### src/rtl/dense_bin_layer_if.sv
// dense_bin_layer_if: Avalon-MM style SDRAM master bus used by the layer engine.
interface dense_bin_layer_if;
  logic [31:0] avm_address;
  logic        avm_read_n;
  logic        avm_write_n;
  logic        avm_chipselect;
  logic [1:0]  avm_byteenable;
  logic [15:0] avm_writedata;
  logic [15:0] avm_readdata;
  logic        avm_readdatavalid;
  logic        avm_waitrequest;

  modport master (
    output avm_address, avm_read_n, avm_write_n, avm_chipselect,
           avm_byteenable, avm_writedata,
    input  avm_readdata, avm_readdatavalid, avm_waitrequest
  );

  modport slave (
    input  avm_address, avm_read_n, avm_write_n, avm_chipselect,
           avm_byteenable, avm_writedata,
    output avm_readdata, avm_readdatavalid, avm_waitrequest
  );
endinterface

### src/rtl/dense_bin_layer.sv
// dense_bin_layer: binary-input fully-connected layer engine.
// Streams the signed 8-bit kernel from SDRAM into byte-wide BRAM (skipped when
// already resident), then per sample sums the weights of set input bits plus a
// bias, applies sign activation and writes packed 16-bit outputs to SDRAM.
// Optional feature: define ACC_SAT_EN to saturate every accumulator addition
// instead of wrapping.
module dense_bin_layer #(
  parameter int unsigned N_IN      = 360,
  parameter int unsigned N_OUT     = 200,
  parameter int unsigned N_SAMPLES = 100,
  parameter logic [31:0] W_BASE    = 32'h0,
  parameter logic [31:0] X_BASE    = 32'hA000,
  parameter logic [31:0] Y_BASE    = 32'hE000,
  parameter int unsigned ACC_W     = 16
) (
  input  logic                     clk,
  input  logic                     reset_n,
  dense_bin_layer_if.master        avm,
  input  logic                     start,
  input  logic                     reload,
  output logic                     busy,
  output logic                     done,
  output logic [15:0]              samples_done,
  output logic [16:0]              wt_addr,
  output logic [7:0]               wt_wdata,
  output logic                     wt_we,
  input  logic [7:0]               wt_rdata,
  output logic [3:0]               state
);

  localparam int unsigned KW      = (N_OUT * (N_IN + 1) + 1) / 2;
  localparam int unsigned WIN     = (N_IN + 15) / 16;
  localparam int unsigned XW      = WIN * 16;
  localparam int unsigned NSTRIDE = N_IN + 1;

  typedef enum logic [3:0] {
    S_IDLE  = 4'd0,
    S_LOADW = 4'd1,
    S_LOADX = 4'd2,
    S_BIAS  = 4'd3,
    S_ACCUM = 4'd4,
    S_ACT   = 4'd5,
    S_WRITE = 4'd6,
    S_NEXT  = 4'd7,
    S_DONE  = 4'd8
  } state_t;

  state_t            st;
  logic              wt_valid;
  logic              rd_pend;
  logic              hi_pend;
  logic [7:0]        hi_byte;
  logic [31:0]       wcnt;
  logic [31:0]       x_ptr;
  logic [31:0]       y_ptr;
  logic [XW-1:0]     x_bits;
  logic [XW-1:0]     x_work;
  logic [15:0]       i_cnt;
  logic [15:0]       j_cnt;
  logic [3:0]        jb;
  logic [16:0]       nb;
  logic [ACC_W-1:0]  acc;
  logic [15:0]       out_word;

  logic [7:0]        term_c;
  logic [ACC_W-1:0]  sum_c;
  logic              act_bit_c;
  logic [15:0]       word_c;

  // Sign-extended accumulate; saturates or wraps depending on build option.
  function automatic logic [ACC_W-1:0] acc_add(input logic [ACC_W-1:0] a,
                                               input logic [7:0] w);
    logic [ACC_W:0] s;
    s = {a[ACC_W-1], a} + {{(ACC_W-7){w[7]}}, w};
`ifdef ACC_SAT_EN
    if (s[ACC_W] != s[ACC_W-1])
      return s[ACC_W] ? {1'b1, {(ACC_W-1){1'b0}}} : {1'b0, {(ACC_W-1){1'b1}}};
`endif
    return s[ACC_W-1:0];
  endfunction

  // Weight term gated by the current input bit, next accumulator and output word.
  always_comb begin
    term_c    = x_work[0] ? wt_rdata : 8'd0;
    sum_c     = acc_add(acc, term_c);
    act_bit_c = ~sum_c[ACC_W-1];
    word_c    = out_word;
    word_c[jb] = act_bit_c;
  end

  assign avm.avm_chipselect = 1'b1;
  assign avm.avm_byteenable = 2'b11;
  assign state              = st;

  // Main controller: SDRAM transfers, BRAM kernel fill and node compute.
  always_ff @(posedge clk or negedge reset_n) begin
    if (!reset_n) begin
      st                <= S_IDLE;
      wt_valid          <= 1'b0;
      rd_pend           <= 1'b0;
      hi_pend           <= 1'b0;
      hi_byte           <= 8'd0;
      wcnt              <= 32'd0;
      x_ptr             <= 32'd0;
      y_ptr             <= 32'd0;
      x_bits            <= '0;
      x_work            <= '0;
      i_cnt             <= 16'd0;
      j_cnt             <= 16'd0;
      jb                <= 4'd0;
      nb                <= 17'd0;
      acc               <= '0;
      out_word          <= 16'd0;
      busy              <= 1'b0;
      done              <= 1'b0;
      samples_done      <= 16'd0;
      wt_addr           <= 17'd0;
      wt_wdata          <= 8'd0;
      wt_we             <= 1'b0;
      avm.avm_address   <= 32'd0;
      avm.avm_read_n    <= 1'b1;
      avm.avm_write_n   <= 1'b1;
      avm.avm_writedata <= 16'd0;
    end else begin
      wt_we <= 1'b0;
      case (st)
        S_IDLE: begin
          if (start) begin
            samples_done   <= 16'd0;
            busy           <= 1'b1;
            x_ptr          <= X_BASE;
            y_ptr          <= Y_BASE;
            wcnt           <= 32'd0;
            rd_pend        <= 1'b0;
            hi_pend        <= 1'b0;
            avm.avm_read_n <= 1'b0;
            if (reload || !wt_valid) begin
              st              <= S_LOADW;
              avm.avm_address <= W_BASE;
            end else begin
              st              <= S_LOADX;
              avm.avm_address <= X_BASE;
            end
          end
        end

        S_LOADW: begin
          if (!avm.avm_read_n) begin
            if (!avm.avm_waitrequest) begin
              avm.avm_read_n <= 1'b1;
              rd_pend        <= 1'b1;
            end
          end else if (rd_pend) begin
            if (avm.avm_readdatavalid) begin
              wt_we    <= 1'b1;
              wt_addr  <= 17'(wcnt << 1);
              wt_wdata <= avm.avm_readdata[7:0];
              hi_byte  <= avm.avm_readdata[15:8];
              hi_pend  <= 1'b1;
              rd_pend  <= 1'b0;
              wcnt     <= wcnt + 32'd1;
            end
          end else if (hi_pend) begin
            wt_we          <= 1'b1;
            wt_addr        <= wt_addr + 17'd1;
            wt_wdata       <= hi_byte;
            hi_pend        <= 1'b0;
            avm.avm_read_n <= 1'b0;
            if (wcnt == 32'(KW)) begin
              wt_valid        <= 1'b1;
              wcnt            <= 32'd0;
              avm.avm_address <= x_ptr;
              st              <= S_LOADX;
            end else begin
              avm.avm_address <= W_BASE + wcnt;
            end
          end
        end

        S_LOADX: begin
          if (!avm.avm_read_n) begin
            if (!avm.avm_waitrequest) begin
              avm.avm_read_n <= 1'b1;
              rd_pend        <= 1'b1;
            end
          end else if (rd_pend && avm.avm_readdatavalid) begin
            rd_pend <= 1'b0;
            x_ptr   <= x_ptr + 32'd1;
            x_bits  <= (x_bits >> 16) | (XW'(avm.avm_readdata) << (XW - 16));
            if (wcnt + 32'd1 == 32'(WIN)) begin
              wcnt     <= 32'd0;
              j_cnt    <= 16'd0;
              jb       <= 4'd0;
              nb       <= 17'd0;
              wt_addr  <= 17'd0;
              out_word <= 16'd0;
              st       <= S_BIAS;
            end else begin
              wcnt            <= wcnt + 32'd1;
              avm.avm_read_n  <= 1'b0;
              avm.avm_address <= x_ptr + 32'd1;
            end
          end
        end

        S_BIAS: begin
          x_work  <= x_bits;
          wt_addr <= nb + 17'd1;
          i_cnt   <= 16'd0;
          st      <= S_ACCUM;
        end

        S_ACCUM: begin
          if (i_cnt == 16'd0) begin
            acc <= {{(ACC_W-8){wt_rdata[7]}}, wt_rdata};
          end else begin
            acc    <= sum_c;
            x_work <= x_work >> 1;
          end
          wt_addr <= wt_addr + 17'd1;
          i_cnt   <= i_cnt + 16'd1;
          if (i_cnt == 16'(N_IN - 1))
            st <= S_ACT;
        end

        S_ACT: begin
          out_word <= word_c;
          acc      <= sum_c;
          if (jb == 4'hF || j_cnt == 16'(N_OUT - 1)) begin
            avm.avm_write_n   <= 1'b0;
            avm.avm_address   <= y_ptr;
            avm.avm_writedata <= word_c;
            st                <= S_WRITE;
          end else begin
            j_cnt   <= j_cnt + 16'd1;
            jb      <= jb + 4'd1;
            nb      <= nb + 17'(NSTRIDE);
            wt_addr <= nb + 17'(NSTRIDE);
            st      <= S_BIAS;
          end
        end

        S_WRITE: begin
          if (!avm.avm_waitrequest) begin
            avm.avm_write_n <= 1'b1;
            y_ptr           <= y_ptr + 32'd1;
            out_word        <= 16'd0;
            if (j_cnt == 16'(N_OUT - 1)) begin
              st <= S_NEXT;
            end else begin
              j_cnt   <= j_cnt + 16'd1;
              jb      <= jb + 4'd1;
              nb      <= nb + 17'(NSTRIDE);
              wt_addr <= nb + 17'(NSTRIDE);
              st      <= S_BIAS;
            end
          end
        end

        S_NEXT: begin
          samples_done <= samples_done + 16'd1;
          if (samples_done == 16'(N_SAMPLES - 1)) begin
            busy <= 1'b0;
            done <= 1'b1;
            st   <= S_DONE;
          end else begin
            wcnt            <= 32'd0;
            rd_pend         <= 1'b0;
            avm.avm_read_n  <= 1'b0;
            avm.avm_address <= x_ptr;
            st              <= S_LOADX;
          end
        end

        S_DONE: begin
          if (!start) begin
            done <= 1'b0;
            st   <= S_IDLE;
          end
        end

        default: st <= S_IDLE;
      endcase
    end
  end

endmodule

### src/flat_wrapper.sv
// flat-port wrapper written by rule: the top's interface ports become plain ports
module dense_bin_layer_flat 
#(
  parameter int unsigned N_IN      = 360,
  parameter int unsigned N_OUT     = 200,
  parameter int unsigned N_SAMPLES = 100,
  parameter logic [31:0] W_BASE    = 32'h0,
  parameter logic [31:0] X_BASE    = 32'hA000,
  parameter logic [31:0] Y_BASE    = 32'hE000,
  parameter int unsigned ACC_W     = 16
)
  (clk, reset_n, start, reload, busy, done, samples_done, wt_addr, wt_wdata, wt_we, wt_rdata, state, avm_avm_address, avm_avm_read_n, avm_avm_write_n, avm_avm_chipselect, avm_avm_byteenable, avm_avm_writedata, avm_avm_readdata, avm_avm_readdatavalid, avm_avm_waitrequest);
  dense_bin_layer_if avm_i ();
  input  logic clk;
  input  logic reset_n;
  input  logic start;
  input  logic reload;
  output logic busy;
  output logic done;
  output logic [15:0] samples_done;
  output logic [16:0] wt_addr;
  output logic [7:0] wt_wdata;
  output logic wt_we;
  input  logic [7:0] wt_rdata;
  output logic [3:0] state;
  output wire logic [$bits(avm_i.avm_address)-1:0] avm_avm_address;
  output wire logic [$bits(avm_i.avm_read_n)-1:0] avm_avm_read_n;
  output wire logic [$bits(avm_i.avm_write_n)-1:0] avm_avm_write_n;
  output wire logic [$bits(avm_i.avm_chipselect)-1:0] avm_avm_chipselect;
  output wire logic [$bits(avm_i.avm_byteenable)-1:0] avm_avm_byteenable;
  output wire logic [$bits(avm_i.avm_writedata)-1:0] avm_avm_writedata;
  input wire logic [$bits(avm_i.avm_readdata)-1:0] avm_avm_readdata;
  input wire logic [$bits(avm_i.avm_readdatavalid)-1:0] avm_avm_readdatavalid;
  input wire logic [$bits(avm_i.avm_waitrequest)-1:0] avm_avm_waitrequest;
  assign avm_avm_address = avm_i.avm_address;
  assign avm_avm_read_n = avm_i.avm_read_n;
  assign avm_avm_write_n = avm_i.avm_write_n;
  assign avm_avm_chipselect = avm_i.avm_chipselect;
  assign avm_avm_byteenable = avm_i.avm_byteenable;
  assign avm_avm_writedata = avm_i.avm_writedata;
  assign avm_i.avm_readdata = avm_avm_readdata;
  assign avm_i.avm_readdatavalid = avm_avm_readdatavalid;
  assign avm_i.avm_waitrequest = avm_avm_waitrequest;
  dense_bin_layer #(.N_IN(N_IN), .N_OUT(N_OUT), .N_SAMPLES(N_SAMPLES), .W_BASE(W_BASE), .X_BASE(X_BASE), .Y_BASE(Y_BASE), .ACC_W(ACC_W)) u_core (.clk(clk), .reset_n(reset_n), .avm(avm_i), .start(start), .reload(reload), .busy(busy), .done(done), .samples_done(samples_done), .wt_addr(wt_addr), .wt_wdata(wt_wdata), .wt_we(wt_we), .wt_rdata(wt_rdata), .state(state));
endmodule
### config.mk
export PLATFORM = sky130hd
export DESIGN_NAME = dense_bin_layer_flat
export DESIGN_NICKNAME = d
export VERILOG_FILES = /design/src/rtl/dense_bin_layer_if.sv /design/src/rtl/dense_bin_layer.sv /design/src/flat_wrapper.sv
export SDC_FILE = /design/constraint.sdc
export NUM_CORES = 2
export LEC_CHECK = 0
export ABC_AREA = 1
export ABC_CLOCK_PERIOD_IN_PS = 6100
export BUFFER_PORTS_ARGS = -buffer_cell sky130_fd_sc_hd__buf_4
export CORE_MARGIN = 1.5
export CORE_UTILIZATION = 45
export CTS_CLUSTER_DIAMETER = 100
export DETAILED_ROUTE_END_ITERATION = 12
export GPL_TIMING_DRIVEN = 0
export PLACE_DENSITY = 0.63
export SYNTH_ARGS = -nofsm -noshare
export SYNTH_HDL_FRONTEND = slang
export SYNTH_SLANG_ARGS = --single-unit
### constraint.sdc
create_clock -name clk -period 6.1 [get_ports clk]
set_input_delay 0.915 -clock clk [delete_from_list [all_inputs] [get_ports clk]]
set_output_delay 0.915 -clock clk [all_outputs]
set_load 0.03 [all_outputs]
# Word level (Yosys, flattened, before mapping)
# Cells that the tools add are included.
classes:
  n_lt_le_gt_ge: 2
  n_eq_ne: 37
  addsub: 11
  bitwise_logic: 3
  n_mux: 123
  n_reduce_logical: 41
op_table:
  columns: ["op", "count"]
  rows:
  - ["$mux W32", 25]
  - ["$pmux W368 S2", 1]
  - ["$mux W368", 1]
  - ["$or A352 B368 Y368", 1]
  - ["$mux W17", 10]
  - ["$mux W16", 10]
  - ["$pmux W32 S5", 1]
  - ["$pmux W32 S2", 2]
  - ["$pmux W32 S4", 1]
  - ["$pmux W17 S6", 1]
  - ["$add A32 B1 Y32 const B", 3]
  - ["$pmux W16 S2", 3]
  - ["$pmux W16 S3", 2]
  - ["$mux W4", 18]
  - ["$pmux W17 S3", 1]
  - ["$add A16 B1 Y16 const B", 3]
  - ["$pmux W4 S9", 1]
  - ["$add A17 B1 Y17 const B", 2]
  - ["$eq A32 B16 Y1 const B", 1]
  - ["$eq A32 B5 Y1 const B", 1]
  - ["$mux W8", 4]
  - ["$mux W1", 30]
  - ["$ne A2 B2 Y1 const B", 10]
  - ["$reduce_and A10 Y1", 2]
  - ["40 further kinds", 83]
word_totals:
  out_inout_bits: 101
  regBits: 1026
  elab_cells: 243

# Longest topological paths before layout
logic_depth:
  depth_word: 6
  depth_mapped: 17
  mapped_depth_nobuf: 16

# Least setup slack after synthesis
# Ideal clock, no wire load.
synth_path:
  kind: "input-to-reg"
  startpoint: "input port wt_rdata[7]"
  endpoint: "register u_core.avm.avm_writedata[11] (netlist bit)"
  path_stages: 13
  n_path_buf: 1
  setup_time_ns: 0.135
  setup_slack_ns: 3.042
  required_time_ns: 5.965
  arrival_ns: 2.923
  cell_sequence: "nand2_1 > inv_1 > ha_1 > nand2_1 > nand2_1 > a31oi_1 > nand3_1 > a21oi_1 > xor2_1 > clkbuf_1 > nand2_1 > o21ai_0 > o21ai_0"
synth_via:
  elab_chain_cells: 4
synth_rtl:
  columns: ["item", "line_no", "text"]
  rows:
  - ["from (decl)", "flat_wrapper.sv:24", "input logic [7:0] wt_rdata;"]
  - ["$mux W8", "dense_bin_layer.sv:84", "term_c = x_work[0] ? wt_rdata : 8'd0;"]
  - ["$add A16 B8 Y16", "dense_bin_layer.sv:74", "s = {a[ACC_W-1], a} + {{(ACC_W-7){w[7]}}, w};"]
  - ["$not A1 Y1", "dense_bin_layer.sv:86", "act_bit_c = ~sum_c[ACC_W-1];"]
  - ["$bwmux W16", "dense_bin_layer.sv:88", "word_c[jb] = act_bit_c;"]
  - ["to (signal assigned)", "dense_bin_layer.sv:232", "avm.avm_writedata <= word_c;"]
  - ["to (decl)", "dense_bin_layer_if.sv:15", "avm_byteenable, avm_writedata,"]
# Every way passes these cells.
# A chain may end at the register's enable or synchronous reset.

# Final worst setup path
layout_path:
  startpoint: "register u_core.st[2] (netlist: u_core.state[2])"
  endpoint: "register u_core.x_bits[355]"
layout_via:
  elab_chain_cells: 2
layout_rtl:
  columns: ["item", "line_no", "text"]
  rows:
  - ["from (decl)", "dense_bin_layer.sv:48", "state_t st;"]
  - ["from (signal assigned)", "dense_bin_layer.sv:98", "st <= S_IDLE;"]
  - ["from (signal assigned)", "dense_bin_layer.sv:138", "st <= S_LOADW;"]
  - ["from (signal assigned)", "dense_bin_layer.sv:141", "st <= S_LOADX;"]
  - ["$eq A4 B2 Y1", "dense_bin_layer.sv:126", "case (st)"]
  - ["$reduce_and A3 Y1 (no line)", null, null]
  - ["to (signal assigned)", "dense_bin_layer.sv:189", "x_bits <= (x_bits >> 16) | (XW'(avm.avm_readdata) << (XW - 16));"]
  - ["to (decl)", "dense_bin_layer.sv:56", "logic [XW-1:0] x_bits;"]
# Every way passes these cells.

==> metrics.txt <==
# TYPE chip_impl_metric gauge
chip_impl_metric{name="pwr-share-clk",unit=""} 0.303
chip_impl_metric{name="postCtsSetupBuffers",unit=""} 0
chip_impl_metric{name="clk_slew_on_worst_s_h_paths",unit="ns"} 0.06
chip_impl_metric{name="max_clock_freq",unit="MHz"} 243.3
chip_impl_metric{name="place_ws",unit="ns"} 1.811
chip_impl_metric{name="die_w",unit="um"} 335.3
chip_impl_metric{name="number_of_cells_in_the_finished_layout_apart_from_fillers",unit=""} 8094
chip_impl_metric{name="fin_crit",unit="ns"} 4.111
chip_impl_metric{name="floorplan.initialDensity",unit=""} 0.4552
chip_impl_metric{name="skew",unit="ns"} 0.04689
chip_impl_metric{name="postSynthAreaPerCell",unit="sq um"} 7.910
chip_impl_metric{name="syn_area",unit="sq um"} 49680
chip_impl_metric{name="ys_ff_latch",unit=""} 1026
chip_impl_metric{name="slew_violations",unit=""} 0
chip_impl_metric{name="tritoncts_num_sinks",unit=""} 1026
chip_impl_metric{name="maximum_number_of_pins_on_one_net_before_global_route_repair",unit=""} 157
chip_impl_metric{name="seq_area",unit="sq um"} 25680
chip_impl_info{name="grt_setup_unrepaired",value="false"} 1
chip_impl_metric{name="synth_seq_area_share",unit=""} 0.5168
chip_impl_metric{name="p_sw_frac",unit=""} 0.3702
chip_impl_metric{name="layout.nets",unit=""} 6590
chip_impl_metric{name="cts-buffers-inserted",unit=""} 110
chip_impl_info{name="critPathSlowestCell",value="sky130_fd_sc_hd__nor2_1"} 1
chip_impl_metric{name="ir_drop",unit="mV"} 0.2544
chip_impl_metric{name="synthToLayoutAreaGrowth",unit="%"} 13.56
chip_impl_info{name="ys_top_cells_by_area",value="sky130_fd_sc_hd__dfrtp_1 52%, sky130_fd_sc_hd__nand2_1 17%, sky130_fd_sc_hd__o211ai_1 5.8%, sky130_fd_sc_hd__o21ai_0 5.8%, sky130_fd_sc_hd__inv_1 4.9%"} 1
chip_impl_metric{name="power.density_cell_area",unit="nW/um^2"} 399.3
chip_impl_metric{name="buffer_levels_on_the_longest_clock_path",unit=""} 3
chip_impl_metric{name="grt_pass1_vias",unit=""} 41280
chip_impl_metric{name="design_power_total",unit="mW"} 22.53
chip_impl_metric{name="setup-tns-final",unit="ns"} 0
chip_impl_metric{name="drive_above_1_share",unit=""} 0.06816
chip_impl_info{name="status",value="finished clean"} 1
chip_impl_metric{name="h-tree-depth",unit=""} 3
chip_impl_info{name="cp-start-kind",value="flip-flop"} 1
chip_impl_metric{name="worstPathArrival",unit="ns"} 4.72
chip_impl_metric{name="track_usage",unit=""} 0.2522
chip_impl_metric{name="final_wl",unit="um"} 141400
chip_impl_metric{name="cts_resized",unit=""} 0
chip_impl_info{name="holdCritPathClass",value="input port to async pin"} 1
chip_impl_metric{name="finalHoldViolations",unit=""} 0
chip_impl_metric{name="setup_slack",unit="ns"} 1.989
chip_impl_metric{name="via_per_inst",unit=""} 5.285
chip_impl_metric{name="global_placement_routability_congestion",unit=""} 0.9959
chip_impl_info{name="cts_tree",value="yes"} 1
chip_impl_metric{name="drv_cap",unit=""} 0
chip_impl_metric{name="power.sequential.fraction",unit=""} 0.400
chip_impl_metric{name="tightest_slew",unit="ns"} 1.243
chip_impl_metric{name="dp_hpwl",unit="um"} 102100
chip_impl_metric{name="layout_worst_path_cycle_share",unit=""} 0.6739
chip_impl_metric{name="multi_input_area",unit="sq um"} 20000
chip_impl_info{name="yosys_most_used_dff",value="sky130_fd_sc_hd__dfrtp_1"} 1
chip_impl_info{name="timing.critical_path.cells",value="nor2_1 -> inv_1 -> nor2_1 -> inv_2 -> nor2_1 -> inv_1 -> clkbuf_1 -> clkbuf_1 -> clkbuf_1 -> nand2_1 -> nand2_1"} 1
chip_impl_metric{name="drt_iter0_drc",unit=""} 3905
chip_impl_metric{name="critPathBufInv",unit=""} 6
chip_impl_metric{name="cell_count_after_synthesis",unit=""} 6281
chip_impl_metric{name="fin_worst_hold_slack",unit="ns"} 0.1004
chip_impl_metric{name="die-height",unit="um"} 335.3
chip_impl_metric{name="synth-async-reset-ratio",unit=""} 1.000
chip_impl_metric{name="grt_remaining_overflow",unit=""} 0
chip_impl_metric{name="antenna_found_initial",unit=""} 1
chip_impl_metric{name="floorplan.core_area",unit="sq um"} 109200
chip_impl_metric{name="detail_route.drc_violations",unit=""} 0
chip_impl_metric{name="synth.lib_cells_used.distinct",unit=""} 60
chip_impl_metric{name="synth_largest_type_area_fraction",unit=""} 0.5158
chip_impl_metric{name="avgRoutedWirePerCell",unit="um"} 17.47
chip_impl_metric{name="power.static_leakage",unit="nW"} 26.48
chip_impl_metric{name="slew_headroom",unit=""} 0.1657
chip_impl_metric{name="synth_enable_flop_cells",unit=""} 0
chip_impl_metric{name="power_report.internal_total",unit="mW"} 14.19
chip_impl_metric{name="fp-row-count",unit=""} 121
chip_impl_metric{name="clk-insertion-delay-late",unit="ns"} 0.72
chip_impl_info{name="critPathTopFamily",value="buffers and inverters"} 1
chip_impl_metric{name="filler_cell_count",unit=""} 10540
chip_impl_metric{name="die_area",unit="sq um"} 112400
chip_impl_metric{name="comb_power_share",unit=""} 0.296
chip_impl_metric{name="num_io_pins",unit=""} 131
chip_impl_metric{name="wire_length_of_the_first_global_routing_pass",unit="um"} 228400
chip_impl_metric{name="router_iterations_before_antenna_repair",unit=""} 7
chip_impl_info{name="setup.worst_path.class",value="flip-flop to flip-flop"} 1
chip_impl_metric{name="dp.cells",unit=""} 7893
chip_impl_metric{name="critical_path.max_stage_delay",unit="ns"} 0.91
chip_impl_metric{name="routed_vias",unit=""} 42780
chip_impl_info{name="clock-root-buffer",value="sky130_fd_sc_hd__clkbuf_16"} 1
chip_impl_metric{name="ys_warnings",unit=""} 0
chip_impl_metric{name="cts_hold_buffers",unit=""} 0
chip_impl_metric{name="io_buffer_count",unit=""} 127
chip_impl_metric{name="timing.critical_path.required",unit="ns"} 6.71
chip_impl_metric{name="report.final.setup_viol",unit=""} 0
chip_impl_info{name="synth_top_cell_by_area",value="sky130_fd_sc_hd__dfrtp_1"} 1
chip_impl_info{name="crit_path_capture_type",value="flip-flop"} 1
chip_impl_metric{name="power_switching",unit="mW"} 8.340
chip_impl_metric{name="ant_nets",unit=""} 0
chip_impl_metric{name="crit_fanout",unit=""} 10
## metal layers
metal | track usage | part of all wire | vias up
li1 | - | - | 20900
met1 | 0.3650 | 0.46 | 20560
met2 | 0.3866 | 0.44 | 1086
met3 | 0.04505 | 0.064 | 232
met4 | 0.07298 | 0.029 | 2
met5 | 0 | 0.000092 | -
## power by group through the flow
stage	clock network (mW)	registers, mW	logic (mW)
floorplan	0	9.07	4.37
global placement	0	9.11	6.49
detailed placement	0	9.13	6.60
CTS	6.97	9.02	6.65
global route	7.25	9.17	7.50
finish	6.83	9.02	6.68
## worst paths after layout
check	from	endpoint	slack, ns	cells after the start
max	u_core.state[2]	u_core.x_bits[355]	1.99	11
min	reset_n	u_core.x_work[164]	0.10	1
max reg2reg	u_core.state[2]	u_core.x_bits[355]	1.99	11
min reg2reg	u_core.nb[14]	u_core.nb[14]	0.47	2
max in group asynchronous	reset_n	u_core.y_ptr[13]	3.24	5
min in group clk	avm_avm_readdata[9]	u_core.x_bits[361]	0.42	3
## placed cells by master (no fill, tap or decap), types with 5 or more instances in the layout
master                      Yosys  final
sky130_fd_sc_hd__dfrtp_1     1024   1024
sky130_fd_sc_hd__o211ai_1     387    387
sky130_fd_sc_hd__clkinv_2       0     21
sky130_fd_sc_hd__clkinv_1       5      5
sky130_fd_sc_hd__nor2_2        10     10
sky130_fd_sc_hd__a2bb2oi_1      8      8
sky130_fd_sc_hd__xnor2_1        9      9
sky130_fd_sc_hd__nand2_1     2249   2249
sky130_fd_sc_hd__o21ai_1       58     58
sky130_fd_sc_hd__o21ai_0      571    571
sky130_fd_sc_hd__nand4_1      117    117
sky130_fd_sc_hd__buf_16         0      7
sky130_fd_sc_hd__or2_2          8      8
sky130_fd_sc_hd__nand2_2        5      5
sky130_fd_sc_hd__a31oi_1       17     17
sky130_fd_sc_hd__nand3_1      191    191
sky130_fd_sc_hd__buf_2         46     46
sky130_fd_sc_hd__nor4_1        15     15
sky130_fd_sc_hd__o21a_1         5      5
sky130_fd_sc_hd__ha_1          30     30
sky130_fd_sc_hd__buf_1          9      9
sky130_fd_sc_hd__clkbuf_8       0     33
sky130_fd_sc_hd__a21oi_1      105    105
sky130_fd_sc_hd__buf_4         25    151
sky130_fd_sc_hd__nor3_1        68     68
sky130_fd_sc_hd__nor2_1       275    275
sky130_fd_sc_hd__buf_6          7      7
sky130_fd_sc_hd__clkbuf_1     257    277
sky130_fd_sc_hd__clkbuf_16      0    110
sky130_fd_sc_hd__bufinv_16      0      6
sky130_fd_sc_hd__o31ai_1        7      7
sky130_fd_sc_hd__xor2_1        35     35
sky130_fd_sc_hd__mux2_2         7      7
sky130_fd_sc_hd__inv_2         11     11
sky130_fd_sc_hd__o22ai_1       21     21
sky130_fd_sc_hd__inv_1        650    650
## registers in the layout, summed over array words and instances, names as in the netlist, 17 cells and up
name,cells
u_core.wt_addr,17
u_core.avm.avm_address,32
u_core.nb,17
u_core.x_bits,368
u_core.x_work,368
u_core.x_ptr,32
u_core.wcnt,32
u_core.y_ptr,32
## final cells by class
class,count,share of cell area
clock buffers,163,0.05817
flip-flops and latches,1026,0.4551
multi-input cells,4245,0.3544
well taps,1476,0.03273
repair buffers,134,0.02053
diodes,1,0.00004435
inverters,666,0.04431
clock inverters,37,0.007828
plain buffers,346,0.02685
## cells by family after synthesis
logic type	synth area share
AO/OA/AOI/OAI	0.1441
XOR/XNOR	0.007757
adder cells (fa/ha/maj)	0.007958
buffers and inverters	0.08081
flip-flops	0.5168
multiplexers	0.002191
other	0.00007548
AND/OR/NAND/NOR	0.2403
## synthesized netlist by cell type (all sizes together) (8+ instances only)
master / instances
xnor2: 9
nor4: 15
xor2: 35
buf: 88
nand3: 194
o21ai: 629
clkbuf: 258
inv: 661
ha: 30
nor3: 72
a31oi: 17
dfrtp: 1024
nand2: 2256
a2bb2oi: 8
o22ai: 21
or2: 9
a21oi: 105
nand4: 117
o211ai: 387
nor2: 287
## metrics by stage
step	utilization	area, sq um
after floorplan	-	49690
after global placement	0.4809	52490
after detailed placement	0.4828	52700
after CTS	0.5169	56420
after global routing	0.5169	56420
final	0.5169	56420
(Power assumes the default switching activity.)
